File: config.mk
export PLATFORM = sky130hd
export DESIGN_NAME = modport_slave_flat
export DESIGN_NICKNAME = d
export VERILOG_FILES = /design/src/rtl/modport_slave_if.sv /design/src/rtl/modport_slave.sv /design/src/flat_wrapper.sv
export SDC_FILE = /design/constraint.sdc
export NUM_CORES = 1
export LEC_CHECK = 0
export ABC_AREA = 0
export CAP_MARGIN = 15
export CORE_MARGIN = 4
export CORE_UTILIZATION = 35
export CTS_CLUSTER_DIAMETER = 30
export CTS_CLUSTER_SIZE = 40
export DETAILED_ROUTE_END_ITERATION = 10
export PLACE_DENSITY = 0.62
export SLEW_MARGIN = 10
export SYNTH_ARGS = -nofsm -noshare
export SYNTH_HDL_FRONTEND = slang
export SYNTH_SLANG_ARGS = --single-unit
File: constraint.sdc
create_clock -name clk -period 8.98 [get_ports clk]
set_input_delay 1.796 -clock clk [delete_from_list [all_inputs] [get_ports clk]]
set_output_delay 1.796 -clock clk [all_outputs]
set_load 0.02 [all_outputs]
File: src/rtl/modport_slave_if.sv
// modport_slave_if: ICB-style command/response bus between a master and the
// modport_slave register block.
//   cmd channel: icb_cmd_valid/ready, addr, read, wdata, wmask (master -> slave)
//   rsp channel: icb_rsp_valid/ready, rdata, err              (slave -> master)
interface modport_slave_if;
  logic        icb_cmd_valid;
  logic        icb_cmd_ready;
  logic [63:0] icb_cmd_addr;
  logic        icb_cmd_read;
  logic [63:0] icb_cmd_wdata;
  logic [7:0]  icb_cmd_wmask;
  logic        icb_rsp_valid;
  logic        icb_rsp_ready;
  logic [63:0] icb_rsp_rdata;
  logic        icb_rsp_err;

  modport slave (
    input  icb_cmd_valid,
    output icb_cmd_ready,
    input  icb_cmd_addr,
    input  icb_cmd_read,
    input  icb_cmd_wdata,
    input  icb_cmd_wmask,
    output icb_rsp_valid,
    input  icb_rsp_ready,
    output icb_rsp_rdata,
    output icb_rsp_err
  );

  modport master (
    output icb_cmd_valid,
    input  icb_cmd_ready,
    output icb_cmd_addr,
    output icb_cmd_read,
    output icb_cmd_wdata,
    output icb_cmd_wmask,
    input  icb_rsp_valid,
    output icb_rsp_ready,
    input  icb_rsp_rdata,
    input  icb_rsp_err
  );
endinterface

File: src/rtl/modport_slave.sv
// modport_slave: 8 x 64-bit register window on an ICB-style bus.
//   R0..R6 read/write with byte enables, R7 read-only (ID_VALUE).
//   One-cycle response latency, one response outstanding at most,
//   back-to-back throughput of one command per cycle.
// Ports:
//   clk   - clock, rising edge
//   rst_n - synchronous reset, asserted HIGH (name kept for compatibility)
//   bus   - modport_slave_if.slave, command and response channels
module modport_slave #(
  parameter logic [63:0] BASE_ADDR = 64'h0000_0000_1000_0000,
  parameter logic [63:0] ID_VALUE  = 64'h4943_4253_4C56_0001
) (
  input  logic          clk,
  input  logic          rst_n,
  modport_slave_if.slave bus
);

  logic [63:0] regs [0:6];
  logic        rsp_valid;
  logic [63:0] rsp_rdata;
  logic        rsp_err;

  logic        cmd_accept;
  logic        hit;
  logic [2:0]  idx;
  logic        cmd_err;
  logic        wr_en;
  logic [63:0] rd_val;

  // A pending response frees the slot on the same edge it is consumed.
  assign bus.icb_cmd_ready = ~rst_n & (~rsp_valid | bus.icb_rsp_ready);
  assign cmd_accept        = bus.icb_cmd_valid & bus.icb_cmd_ready;

  assign bus.icb_rsp_valid = rsp_valid;
  assign bus.icb_rsp_rdata = rsp_rdata;
  assign bus.icb_rsp_err   = rsp_err;

  always_comb begin
    hit     = (bus.icb_cmd_addr[63:6] == BASE_ADDR[63:6]) &&
              (bus.icb_cmd_addr[2:0] == 3'b000);
    idx     = bus.icb_cmd_addr[5:3];
    // R7 is read-only: a write to it is an error, not a silent drop.
    cmd_err = ~hit | (~bus.icb_cmd_read & (idx == 3'd7));
    wr_en   = cmd_accept & ~bus.icb_cmd_read & ~cmd_err;
    rd_val  = ID_VALUE;
    case (idx)
      3'd0:    rd_val = regs[0];
      3'd1:    rd_val = regs[1];
      3'd2:    rd_val = regs[2];
      3'd3:    rd_val = regs[3];
      3'd4:    rd_val = regs[4];
      3'd5:    rd_val = regs[5];
      3'd6:    rd_val = regs[6];
      default: rd_val = ID_VALUE;
    endcase
  end

  always_ff @(posedge clk) begin
    if (rst_n) begin
      rsp_valid <= 1'b0;
      rsp_rdata <= 64'h0;
      rsp_err   <= 1'b0;
      for (int k = 0; k < 7; k++) regs[k] <= 64'h0;
    end else begin
      if (cmd_accept) begin
        rsp_valid <= 1'b1;
        rsp_err   <= cmd_err;
        rsp_rdata <= (bus.icb_cmd_read && !cmd_err) ? rd_val : 64'h0;
      end else if (rsp_valid && bus.icb_rsp_ready) begin
        rsp_valid <= 1'b0;
      end

      for (int k = 0; k < 7; k++) begin
        if (wr_en && (idx == k[2:0])) begin
          for (int b = 0; b < 8; b++) begin
            if (bus.icb_cmd_wmask[b])
              regs[k][8*b +: 8] <= bus.icb_cmd_wdata[8*b +: 8];
          end
        end
      end
    end
  end

endmodule

File: src/flat_wrapper.sv
// flat-port wrapper written by rule: the top's interface ports become plain ports
module modport_slave_flat 
#(
  parameter logic [63:0] BASE_ADDR = 64'h0000_0000_1000_0000,
  parameter logic [63:0] ID_VALUE  = 64'h4943_4253_4C56_0001
)
  (clk, rst_n, bus_icb_cmd_valid, bus_icb_cmd_ready, bus_icb_cmd_addr, bus_icb_cmd_read, bus_icb_cmd_wdata, bus_icb_cmd_wmask, bus_icb_rsp_valid, bus_icb_rsp_ready, bus_icb_rsp_rdata, bus_icb_rsp_err);
  modport_slave_if bus_i ();
  input  logic clk;
  input  logic rst_n;
  input wire logic [$bits(bus_i.icb_cmd_valid)-1:0] bus_icb_cmd_valid;
  output wire logic [$bits(bus_i.icb_cmd_ready)-1:0] bus_icb_cmd_ready;
  input wire logic [$bits(bus_i.icb_cmd_addr)-1:0] bus_icb_cmd_addr;
  input wire logic [$bits(bus_i.icb_cmd_read)-1:0] bus_icb_cmd_read;
  input wire logic [$bits(bus_i.icb_cmd_wdata)-1:0] bus_icb_cmd_wdata;
  input wire logic [$bits(bus_i.icb_cmd_wmask)-1:0] bus_icb_cmd_wmask;
  output wire logic [$bits(bus_i.icb_rsp_valid)-1:0] bus_icb_rsp_valid;
  input wire logic [$bits(bus_i.icb_rsp_ready)-1:0] bus_icb_rsp_ready;
  output wire logic [$bits(bus_i.icb_rsp_rdata)-1:0] bus_icb_rsp_rdata;
  output wire logic [$bits(bus_i.icb_rsp_err)-1:0] bus_icb_rsp_err;
  assign bus_i.icb_cmd_valid = bus_icb_cmd_valid;
  assign bus_icb_cmd_ready = bus_i.icb_cmd_ready;
  assign bus_i.icb_cmd_addr = bus_icb_cmd_addr;
  assign bus_i.icb_cmd_read = bus_icb_cmd_read;
  assign bus_i.icb_cmd_wdata = bus_icb_cmd_wdata;
  assign bus_i.icb_cmd_wmask = bus_icb_cmd_wmask;
  assign bus_icb_rsp_valid = bus_i.icb_rsp_valid;
  assign bus_i.icb_rsp_ready = bus_icb_rsp_ready;
  assign bus_icb_rsp_rdata = bus_i.icb_rsp_rdata;
  assign bus_icb_rsp_err = bus_i.icb_rsp_err;
  modport_slave #(.BASE_ADDR(BASE_ADDR), .ID_VALUE(ID_VALUE)) u_core (.clk(clk), .rst_n(rst_n), .bus(bus_i));
endmodule
==> results of run 1 <==
-- synth_stat cells (2+ instances only) --
master,n,area (um2)
sky130_fd_sc_hd__nand4_4,7,149
sky130_fd_sc_hd__buf_1,2,7.51
sky130_fd_sc_hd__inv_1,3,11.3
sky130_fd_sc_hd__nor3b_1,4,30.0
sky130_fd_sc_hd__o21ai_0,130,651
sky130_fd_sc_hd__o2bb2ai_1,11,96.3
sky130_fd_sc_hd__a22o_1,20,175
sky130_fd_sc_hd__clkbuf_1,79,297
sky130_fd_sc_hd__buf_6,45,507
sky130_fd_sc_hd__or4_1,3,22.5
sky130_fd_sc_hd__and3b_1,3,26.3
sky130_fd_sc_hd__buf_4,2,15.0
sky130_fd_sc_hd__a22oi_1,51,383
sky130_fd_sc_hd__dfxtp_1,66,1320
sky130_fd_sc_hd__nand2_1,251,942
sky130_fd_sc_hd__nor4_1,11,68.8
sky130_fd_sc_hd__a31oi_1,20,125
sky130_fd_sc_hd__edfxtp_1,448,13500
sky130_fd_sc_hd__nor3_1,2,10.0
sky130_fd_sc_hd__and4_1,2,17.5
sky130_fd_sc_hd__nand4_1,2,12.5
sky130_fd_sc_hd__a21oi_1,21,105
sky130_fd_sc_hd__nand3_1,2,10.0
sky130_fd_sc_hd__mux2i_1,39,390
sky130_fd_sc_hd__nor2_1,401,1510
sky130_fd_sc_hd__buf_2,19,95.1
sky130_fd_sc_hd__a221oi_1,48,420
sky130_fd_sc_hd__o21ai_1,58,290
sky130_fd_sc_hd__a221o_1,11,110
sky130_fd_sc_hd__nor2b_1,78,488
sky130_fd_sc_hd__a2bb2oi_1,3,26.3
sky130_fd_sc_hd__mux2_2,37,417
-- layout by cell type, fill, tap and decap left out, drive strengths merged, types with 4 or more instances in the layout --
master	n
clkinv	34
clkdlybuf4s50	203
nor2	403
a221o	11
a22o	20
clkinvlp	15
nor2b	78
mux2	37
edfxtp	448
a31oi	20
a22oi	51
nor3b	4
nand4	9
a221oi	48
buf	46
clkbuf	119
inv	14
mux2i	39
nand2	251
bufinv	13
a21oi	21
nor4	11
dfxtp	66
o2bb2ai	11
o21ai	188
-- routing by layer --
layer	share of wire, %	GRT usage, %	wire (um)
met5	0.038	0	27
met3	10	4.64	7130
met4	3.3	8.05	2350
met2	48	33.4	34100
met1	39	26.5	27700
-- worst reg2reg max path, cell delays in order, from the launching register on --
cell                      delay, ns
sky130_fd_sc_hd__dfxtp_1       0.30
sky130_fd_sc_hd__nor2b_1       0.15
sky130_fd_sc_hd__nor3b_1       0.23
sky130_fd_sc_hd__buf_4         0.23
sky130_fd_sc_hd__and4_1        0.73
sky130_fd_sc_hd__nand3_4       0.71
sky130_fd_sc_hd__buf_4         0.54
sky130_fd_sc_hd__o21ai_0       0.93
-- area by class of cell --
type	count	area share, %
Timing Repair Buffer	249	8.43
Sequential cell	514	52.2
Clock inverter	72	2.92
Multi-Input combinational cell	1224	23.3
Inverter	4	0.0531
Clock buffer	119	9.36
Tap cell	846	3.74
-- sequential cells by signal (all words and copies together) (netlist names) --
register and cells:
u_core.bus.icb_rsp_rdata 64, u_core.regs 448, u_core.bus.icb_rsp_valid 1, u_core.bus.icb_rsp_err 1
-- worst paths after layout --
| check | end | slack (ns) | depth (start not counted) |
|---|---|---|---|
| worst max-delay path | u_core.regs[0][378] | 3.50 | 7 |
| worst min-delay path | u_core.bus.icb_rsp_rdata[34] | 0.45 | 2 |
| worst max register to register | u_core.regs[0][378] | 4.75 | 7 |
| worst min register to register | u_core.bus.icb_rsp_rdata[34] | 0.45 | 2 |
-- kinds of logic (layout without fill, tap and decap cells) --
logic type / Yosys count / after routing / share of synthesized area [%]
compound gates: 374 / 374 / 10.7
simple gates: 774 / 774 / 15.1
flops: 514 / 514 / 66.3
mux: 76 / 76 / 3.62
buf+inv: 152 / 444 / 4.22
-- through the flow --
stage	hold WS, ns	power (mW)	instance area, um2
detailed placement	0.445	3.19	24800
finish	0.447	6.94	28300
CTS	0.452	6.96	28200
global route	0.463	7.13	28300
global placement	0.440	3.18	24800
floorplan	0.491	2.98	22300
-- report_power, final --
group          internal (mW)  leakage [nW]  switching (mW)  total (mW)
registers               2.71          4.79          0.0424        2.76
logic                  0.145          2.85           0.250       0.395
clock network           2.50          1.65            1.29        3.79
total                   5.35          9.30            1.59        6.94
==> report_table.html, run 1 <==
<table>
<tr><th>Metric</th><th>Value</th></tr>
<tr><th colspan="2">Drt</th></tr>
<tr><td>Number of antenna-violating nets in the routed design</td><td>0</td></tr>
<tr><td>WL/cell</td><td>23.6 um</td></tr>
<tr><td>Pre-antenna DRT Iters</td><td>5</td></tr>
<tr><td>Post-detailed-route via-to-cell ratio</td><td>5.44</td></tr>
<tr><td>Starting DRC count in detailed routing</td><td>1830</td></tr>
<tr><td>Total wirelength of the detailed-routed design</td><td>71.3 mm</td></tr>
<tr><td>Remaining DRCs</td><td>0</td></tr>
<tr><td>Via count of the routed design</td><td>16463</td></tr>
<tr><th colspan="2">Clocking</th></tr>
<tr><td>Count of instances resized after the clock tree is built</td><td>0</td></tr>
<tr><td>Clock buffers created by TritonCTS</td><td>101</td></tr>
<tr><td>Clock latency of the later-clocked register in the worst-skew pair</td><td>0.64 ns</td></tr>
<tr><td>Clock net sink count</td><td>514</td></tr>
<tr><td>Deepest level of the CTS H-tree</td><td>3</td></tr>
<tr><td>Clock slew at reported path FFs</td><td>0.05 ns</td></tr>
<tr><td>Root Buffer</td><td>sky130_fd_sc_hd__clkbuf_16</td></tr>
<tr><td>Post CTS Setup Buffer Count</td><td>0</td></tr>
<tr><td>TritonCTS clock tree</td><td>done</td></tr>
<tr><td>Total of hold buffers inserted after clock tree synthesis</td><td>0</td></tr>
<tr><td>Clock Tree Buf Depth</td><td>3</td></tr>
<tr><th colspan="2">Global routing</th></tr>
<tr><td>Maximum number of pins on one net before global-route repair</td><td>70</td></tr>
<tr><td>GRT Residual Overflow</td><td>0</td></tr>
<tr><td>Overall global routing resource usage</td><td>20.4%</td></tr>
<tr><td>Vias in the first global route</td><td>16411</td></tr>
<tr><td>First-pass GRT wire length</td><td>104 mm</td></tr>
<tr><td>Initial antenna violation count</td><td>3</td></tr>
<tr><th colspan="2">Critical path</th></tr>
<tr><td>Type of the worst setup path</td><td>input pin to flip-flop</td></tr>
<tr><td>Reg-to-Reg Start</td><td>u_core.bus.icb_rsp_valid</td></tr>
<tr><td>Critical Path Max Stage Delay</td><td>0.92 ns</td></tr>
<tr><td>Critical path endpoint category</td><td>flip-flop</td></tr>
<tr><td>First element of the critical path</td><td>bus_icb_cmd_addr[42]</td></tr>
<tr><td>Cell with the largest stage delay on the worst path</td><td>sky130_fd_sc_hd__o21ai_0</td></tr>
<tr><td>Worst Setup Start Kind</td><td>input pin</td></tr>
<tr><td>Worst Path Buf+Inv</td><td>2</td></tr>
<tr><td>CP top delay family</td><td>simple AND/OR/NAND/NOR gates</td></tr>
<tr><td>Required time worst endpoint</td><td>9.20 ns</td></tr>
<tr><td>CP cell instances</td><td>clkdlybuf4s50_1 -&gt; or4_1 -&gt; nor2_1 -&gt; and4_1 -&gt; nand3_4 -&gt; buf_4 -&gt; o21ai_0</td></tr>
<tr><td>Maximum fanout count along the critical path</td><td>43</td></tr>
<tr><td>Arrival time worst endpoint</td><td>5.70 ns</td></tr>
<tr><th colspan="2">Synthesis</th></tr>
<tr><td>Number of distinct library cells after synthesis</td><td>43</td></tr>
<tr><td>Most instantiated flip-flop cell in the synthesis netlist</td><td>sky130_fd_sc_hd__edfxtp_1</td></tr>
<tr><td>Yosys warns</td><td>0</td></tr>
<tr><td>Share of synthesized flip-flops with an asynchronous set or reset</td><td>0%</td></tr>
<tr><td>Gate count after technology mapping</td><td>1890</td></tr>
<tr><td>Number of synthesized register bits</td><td>514</td></tr>
<tr><td>Area of the mapped netlist</td><td>22300 um2</td></tr>
<tr><td>Mean area per synthesized cell</td><td>11.8 um2</td></tr>
<tr><td>Number of enable flip-flop cells after synthesis</td><td>448</td></tr>
<tr><td>Total nets after synthesis</td><td>2031</td></tr>
<tr><td>Fraction of the yosys area taken by sequential cells</td><td>66.3%</td></tr>
<tr><th colspan="2">Pwr</th></tr>
<tr><td>Pwr dens</td><td>245 nW/um2</td></tr>
<tr><td>Peak supply drop</td><td>0.000145 V</td></tr>
<tr><td>Reported leakage power</td><td>9.30 nW</td></tr>
<tr><th colspan="2">Die</th></tr>
<tr><td>Vertical die dimension</td><td>260 um</td></tr>
<tr><td>Die span in x</td><td>260 um</td></tr>
<tr><td>Std cell rows</td><td>92</td></tr>
<tr><td>Area of the core region</td><td>63100 um2</td></tr>
<tr><td>Die area</td><td>67700 um2</td></tr>
<tr><td>Starting Density</td><td>35.3%</td></tr>
<tr><td>I/O pin count</td><td>208</td></tr>
<tr><th colspan="2">Cells and area</th></tr>
<tr><td>Area delta synth-&gt;final</td><td>27.1%</td></tr>
<tr><td>Fraction of final layout cells sized beyond drive strength 1</td><td>12.5%</td></tr>
<tr><td>Multi-input gate area</td><td>6590 um2</td></tr>
<tr><td># nets final</td><td>2235</td></tr>
<tr><td>Ant diodes</td><td>0</td></tr>
<tr><td>Final std cells w/o fill</td><td>3028</td></tr>
<tr><td>Core Util, Final</td><td>44.9%</td></tr>
<tr><td>Number of inserted filler cells in the final layout</td><td>5777</td></tr>
<tr><td>Seq. cell area</td><td>14800 um2</td></tr>
<tr><th colspan="2">STA</th></tr>
<tr><td>Transition time of the tightest slew-check pin</td><td>1.13 ns</td></tr>
<tr><td>Unrepaired setup endpoints after global routing</td><td>no</td></tr>
<tr><td>FMAX</td><td>182 MHz</td></tr>
<tr><td>Hold Fails Final Rpt</td><td>0</td></tr>
<tr><td>Setup clock skew after layout</td><td>0.0291 ns</td></tr>
<tr><td>Count of pins over their slew limit</td><td>0</td></tr>
<tr><td>Min cycle time layout</td><td>5.48 ns</td></tr>
<tr><td>PnR worst setup slack</td><td>3.50 ns</td></tr>
<tr><td>Setup violations, final</td><td>0</td></tr>
<tr><td>Post-route setup TNS</td><td>0 ns</td></tr>
<tr><td>Worst rel slew slack</td><td>24.0%</td></tr>
<tr><td>Final cycle utilization of the critical path</td><td>61.0%</td></tr>
<tr><th colspan="2">Min path</th></tr>
<tr><td>Min-Delay Startpoint</td><td>u_core.bus.icb_rsp_rdata[34]</td></tr>
<tr><td>Kind of path behind the tightest hold check</td><td>flip-flop to flip-flop</td></tr>
<tr><th colspan="2">Place</th></tr>
<tr><td>Number of placed instances with taps included</td><td>2829</td></tr>
<tr><td>Final estimated routing congestion in global placement</td><td>0.883</td></tr>
<tr><td>Total of buffers placed on input and output ports</td><td>207</td></tr>
<tr><td>Post-placement worst setup slack</td><td>2.87 ns</td></tr>
<tr><td>Placed wire-length estimate</td><td>46.2 mm</td></tr>
<tr><th colspan="2">Flow run</th></tr>
<tr><td>Number of max-cap violations</td><td>0</td></tr>
<tr><th colspan="2">Outcome</th></tr>
<tr><td>Status</td><td>complete, no violations</td></tr>
</table>
No activity file was read; power rests on OpenSTA's default activity.
==> run 2: changes to the inputs <==
--- a/config.mk
+++ b/config.mk
@@ -12,7 +12,7 @@
 export CTS_CLUSTER_DIAMETER = 30
 export CTS_CLUSTER_SIZE = 40
 export DETAILED_ROUTE_END_ITERATION = 10
-export PLACE_DENSITY = 0.62
+export PLACE_DENSITY = 0.64
 export SLEW_MARGIN = 10
 export SYNTH_ARGS = -nofsm -noshare
 export SYNTH_HDL_FRONTEND = slang
==> constraint.sdc (replaced) <==
create_clock -name clk -period 4.85 [get_ports clk]
set_input_delay 0.97 -clock clk [delete_from_list [all_inputs] [get_ports clk]]
set_output_delay 0.97 -clock clk [all_outputs]
set_load 0.02 [all_outputs]
==> report_table.html, run 2 (synthesis results as in run 1) <==
<table>
<tr><th>Metric</th><th>Value</th></tr>
<tr><th colspan="2">Outcome</th></tr>
<tr><td>Status</td><td>complete, no violations (unchanged)</td></tr>
<tr><th colspan="2">Cells and area</th></tr>
<tr><td>Fraction of final layout cells sized beyond drive strength 1</td><td>14.6% (was 12.5%)</td></tr>
<tr><td>Post-route cell area</td><td>28500 um2 (was 28300 um2)</td></tr>
<tr><td>Largest register by flop count</td><td>u_core.regs (unchanged)</td></tr>
<tr><td>Highest-count cells in the layout ignoring fill and taps</td><td>sky130_fd_sc_hd__edfxtp_1, sky130_fd_sc_hd__nor2_1, sky130_fd_sc_hd__nand2_1, sky130_fd_sc_hd__clkdlybuf4s50_1, sky130_fd_sc_hd__o21ai_0 (unchanged)</td></tr>
<tr><td>Max FFs per register</td><td>448 (unchanged)</td></tr>
<tr><td># nets final</td><td>2292 (was 2235)</td></tr>
<tr><td>Leading cell type in the layout, fill and taps excluded</td><td>sky130_fd_sc_hd__edfxtp_1 (unchanged)</td></tr>
<tr><td>Number of inserted filler cells in the final layout</td><td>5713 (was 5777)</td></tr>
<tr><td>Ant diodes</td><td>0 (unchanged)</td></tr>
<tr><td>Area delta synth-&gt;final</td><td>28.1% (was 27.1%)</td></tr>
<tr><th colspan="2">Clocking</th></tr>
<tr><td>Clock slew at reported path FFs</td><td>0.05 ns (about the same)</td></tr>
<tr><td>Clock Tree Buf Depth</td><td>3 (unchanged)</td></tr>
<tr><td>Count of instances resized after the clock tree is built</td><td>0 (unchanged)</td></tr>
<tr><td>Post CTS Setup Buffer Count</td><td>0 (unchanged)</td></tr>
<tr><td>Deepest level of the CTS H-tree</td><td>3 (unchanged)</td></tr>
<tr><td>Clock latency of the later-clocked register in the worst-skew pair</td><td>0.64 ns (about the same)</td></tr>
<tr><td>TritonCTS clock tree</td><td>done (unchanged)</td></tr>
<tr><td>Clock buffers created by TritonCTS</td><td>98 (was 101)</td></tr>
<tr><td>Total of hold buffers inserted after clock tree synthesis</td><td>0 (unchanged)</td></tr>
<tr><td>Clock net sink count</td><td>514 (unchanged)</td></tr>
<tr><td>Root Buffer</td><td>sky130_fd_sc_hd__clkbuf_16 (unchanged)</td></tr>
<tr><th colspan="2">Critical path</th></tr>
<tr><td>Critical path endpoint category</td><td>flip-flop (unchanged)</td></tr>
<tr><td>Required time worst endpoint</td><td>5.09 ns (was 9.20 ns)</td></tr>
<tr><td>FF-to-FF setup slack</td><td>1.90 ns (was 4.75 ns)</td></tr>
<tr><td>Depth of the worst register-to-register path</td><td>7 (unchanged)</td></tr>
<tr><td>Worst Setup Start Kind</td><td>input pin (unchanged)</td></tr>
<tr><td>Maximum fanout count along the critical path</td><td>38 (was 43)</td></tr>
<tr><td>Endpoint of the most critical register-to-register path</td><td>u_core.regs[0][446] (was u_core.regs[0][378])</td></tr>
<tr><td>Critical path capture point</td><td>u_core.regs[0][446] (was u_core.regs[0][378])</td></tr>
<tr><td>Reg-to-Reg Start</td><td>u_core.bus.icb_rsp_valid (unchanged)</td></tr>
<tr><td>Arrival time worst endpoint</td><td>3.98 ns (was 5.70 ns)</td></tr>
<tr><td>Type of the worst setup path</td><td>input pin to flip-flop (unchanged)</td></tr>
<tr><td>First element of the critical path</td><td>bus_icb_cmd_addr[42] (unchanged)</td></tr>
<tr><th colspan="2">Pwr</th></tr>
<tr><td>Seq pwr share</td><td>41.2% (was 39.7%)</td></tr>
<tr><td>Peak supply drop</td><td>0.000276 V (was 0.000145 V)</td></tr>
<tr><td>Logic pwr share</td><td>6.2% (was 5.7%)</td></tr>
<tr><td>Total internal power</td><td>9.51 mW (was 5.36 mW)</td></tr>
<tr><td>Reported leakage power</td><td>9.48 nW (was 9.30 nW)</td></tr>
<tr><td>Switching fraction of total power</td><td>22.8% (was 22.9%)</td></tr>
<tr><td>Pwr dens</td><td>432 nW/um2 (was 245 nW/um2)</td></tr>
<tr><td>NetSw</td><td>2.81 mW (was 1.59 mW)</td></tr>
<tr><td>Clock network power share</td><td>52.6% (was 54.6%)</td></tr>
<tr><th colspan="2">Global routing</th></tr>
<tr><td>GRT Residual Overflow</td><td>0 (unchanged)</td></tr>
<tr><td>Overall global routing resource usage</td><td>20.1% (was 20.4%)</td></tr>
<tr><td>Initial antenna violation count</td><td>2 (was 3)</td></tr>
<tr><td>Vias in the first global route</td><td>17056 (was 16411)</td></tr>
<tr><td>Maximum number of pins on one net before global-route repair</td><td>64 (was 70)</td></tr>
<tr><td>First-pass GRT wire length</td><td>104 mm (about the same)</td></tr>
<tr><th colspan="2">Drt</th></tr>
<tr><td>Number of antenna-violating nets in the routed design</td><td>0 (unchanged)</td></tr>
<tr><td>Pre-antenna DRT Iters</td><td>5 (unchanged)</td></tr>
<tr><td>Post-detailed-route via-to-cell ratio</td><td>5.35 (was 5.44)</td></tr>
<tr><td>WL/cell</td><td>22.4 um (was 23.6 um)</td></tr>
<tr><td>Total wirelength of the detailed-routed design</td><td>69.1 mm (was 71.3 mm)</td></tr>
<tr><td>Via count of the routed design</td><td>16493 (was 16463)</td></tr>
<tr><td>Starting DRC count in detailed routing</td><td>1594 (was 1830)</td></tr>
<tr><td>Remaining DRCs</td><td>0 (unchanged)</td></tr>
<tr><th colspan="2">Place</th></tr>
<tr><td>Final estimated routing congestion in global placement</td><td>0.856 (was 0.883)</td></tr>
<tr><td>Placed inst area</td><td>25300 um2 (was 24800 um2)</td></tr>
<tr><td>Placed wire-length estimate</td><td>44.4 mm (was 46.2 mm)</td></tr>
<tr><td>Total of buffers placed on input and output ports</td><td>207 (unchanged)</td></tr>
<tr><th colspan="2">STA</th></tr>
<tr><td>Post-route setup TNS</td><td>0 ns (unchanged)</td></tr>
<tr><td>Worst rel slew slack</td><td>20.9% (was 24.0%)</td></tr>
<tr><td>Count of pins over their slew limit</td><td>0 (unchanged)</td></tr>
<tr><td>Hold Fails Final Rpt</td><td>0 (unchanged)</td></tr>
<tr><td>Setup clock skew after layout</td><td>0.0317 ns (was 0.0291 ns)</td></tr>
<tr><td>Unrepaired setup endpoints after global routing</td><td>no (unchanged)</td></tr>
<tr><td>Min cycle time layout</td><td>3.74 ns</td></tr>
<tr><td>Setup violations, final</td><td>0 (unchanged)</td></tr>
<tr><td>FMAX</td><td>267 MHz</td></tr>
<tr><td>Final cycle utilization of the critical path</td><td>77.1%</td></tr>
<tr><td>Transition time of the tightest slew-check pin</td><td>1.18 ns (was 1.13 ns)</td></tr>
<tr><th colspan="2">Die</th></tr>
<tr><td>Area of the core region</td><td>63100 um2 (unchanged)</td></tr>
<tr><td>Die area</td><td>67700 um2 (unchanged)</td></tr>
<tr><td>Die span in x</td><td>260 um (unchanged)</td></tr>
<tr><td>Vertical die dimension</td><td>260 um (unchanged)</td></tr>
<tr><td>Starting Density</td><td>35.3% (unchanged)</td></tr>
<tr><td>I/O pin count</td><td>208 (unchanged)</td></tr>
<tr><td>Std cell rows</td><td>92 (unchanged)</td></tr>
<tr><th colspan="2">Min path</th></tr>
<tr><td>Kind of path behind the tightest hold check</td><td>flip-flop to flip-flop (unchanged)</td></tr>
<tr><th colspan="2">Flow run</th></tr>
<tr><td>Number of max-cap violations</td><td>0 (unchanged)</td></tr>
</table>
## run 2: cell count changes in the layout (fill, tap and decap cells not counted), moves of 2 or more
cell and change:
sky130_fd_sc_hd__buf_4 +63, sky130_fd_sc_hd__clkinvlp_4 +2, sky130_fd_sc_hd__buf_12 +2, sky130_fd_sc_hd__buf_2 -5, sky130_fd_sc_hd__clkbuf_8 +2, sky130_fd_sc_hd__clkbuf_16 -3
sky130_fd_sc_hd__clkbuf_1 -5, sky130_fd_sc_hd__clkinv_2 +3, sky130_fd_sc_hd__clkinv_1 +3, sky130_fd_sc_hd__inv_6 -4, sky130_fd_sc_hd__inv_4 +2, sky130_fd_sc_hd__bufinv_16 -6
## run 2: worst max-delay path, cell delays in order
cell and delay (ns):
sky130_fd_sc_hd__clkdlybuf4s50_1 0.40, sky130_fd_sc_hd__or4_1 0.52, sky130_fd_sc_hd__nor2_1 0.31, sky130_fd_sc_hd__and4_1 0.35, sky130_fd_sc_hd__nand3_4 0.35, sky130_fd_sc_hd__buf_12 0.32, sky130_fd_sc_hd__o21ai_1 0.72
## run 2: metal layers
layer,GRT usage (%),part of all wire (%),up-vias
met5,0,0.014,-
met4,8.02,3.2,2
met3,5.07,9.1,137
met2,33.6,49,818
met1,25.2,39,8166
li1,-,-,7370
## run 2: how the worst min path moves through the flow
stage | start | to | slack, ns | cells after the start
after detailed placement | u_core.bus.icb_rsp_rdata[12] | u_core.bus.icb_rsp_rdata[12] | 0.44 | 2
after floorplan | u_core.regs[0][39] | u_core.bus.icb_rsp_rdata[39] | 0.49 | 2
after global routing | u_core.bus.icb_rsp_rdata[28] | u_core.bus.icb_rsp_rdata[28] | 0.47 | 2
final | u_core.bus.icb_rsp_rdata[19] | u_core.bus.icb_rsp_rdata[19] | 0.45 | 2
after CTS | u_core.bus.icb_rsp_rdata[34] | u_core.bus.icb_rsp_rdata[34] | 0.45 | 2
after global placement | u_core.bus.icb_rsp_rdata[12] | u_core.bus.icb_rsp_rdata[12] | 0.44 | 2
## run 2: final cells by class
cell class | instances | area, um2 | share of cell area [%]
timing repair buffer | 309 | 2870 | 10.1
sequential | 514 | 14800 | 51.8
inverter | 4 | 15.0 | 0.0526
clock buffer | 113 | 2580 | 9.04
tap | 846 | 1060 | 3.71
clock inverter | 70 | 646 | 2.26
multi-input combinational | 1224 | 6590 | 23.1
## run 2: power by group through the flow
stage | Clock, mW | Combinational, mW | Sequential (mW)
3_5_place_dp | 0 | 0.753 | 5.16
4_1_cts | 6.54 | 0.758 | 5.08
6_report | 6.48 | 0.759 | 5.08
5_1_grt | 6.79 | 0.811 | 5.09
3_3_place_gp | 0 | 0.743 | 5.15
2_1_floorplan | 0 | 0.380 | 5.14
## run 2: through the flow
step           utilization, %  std cells  hold slack (ns)  worst slack [ns]  power [mW]
6_report                 45.2       3080            0.449              1.11        12.3
3_5_place_dp             40.1       2897            0.444             0.555        5.91
3_3_place_gp             40.1       2897            0.441             0.613        5.89
2_1_floorplan               -       1890            0.491              1.58        5.52
5_1_grt                  45.2       3080            0.471              1.03        12.7
4_1_cts                  45.2       3080            0.453              1.20        12.4
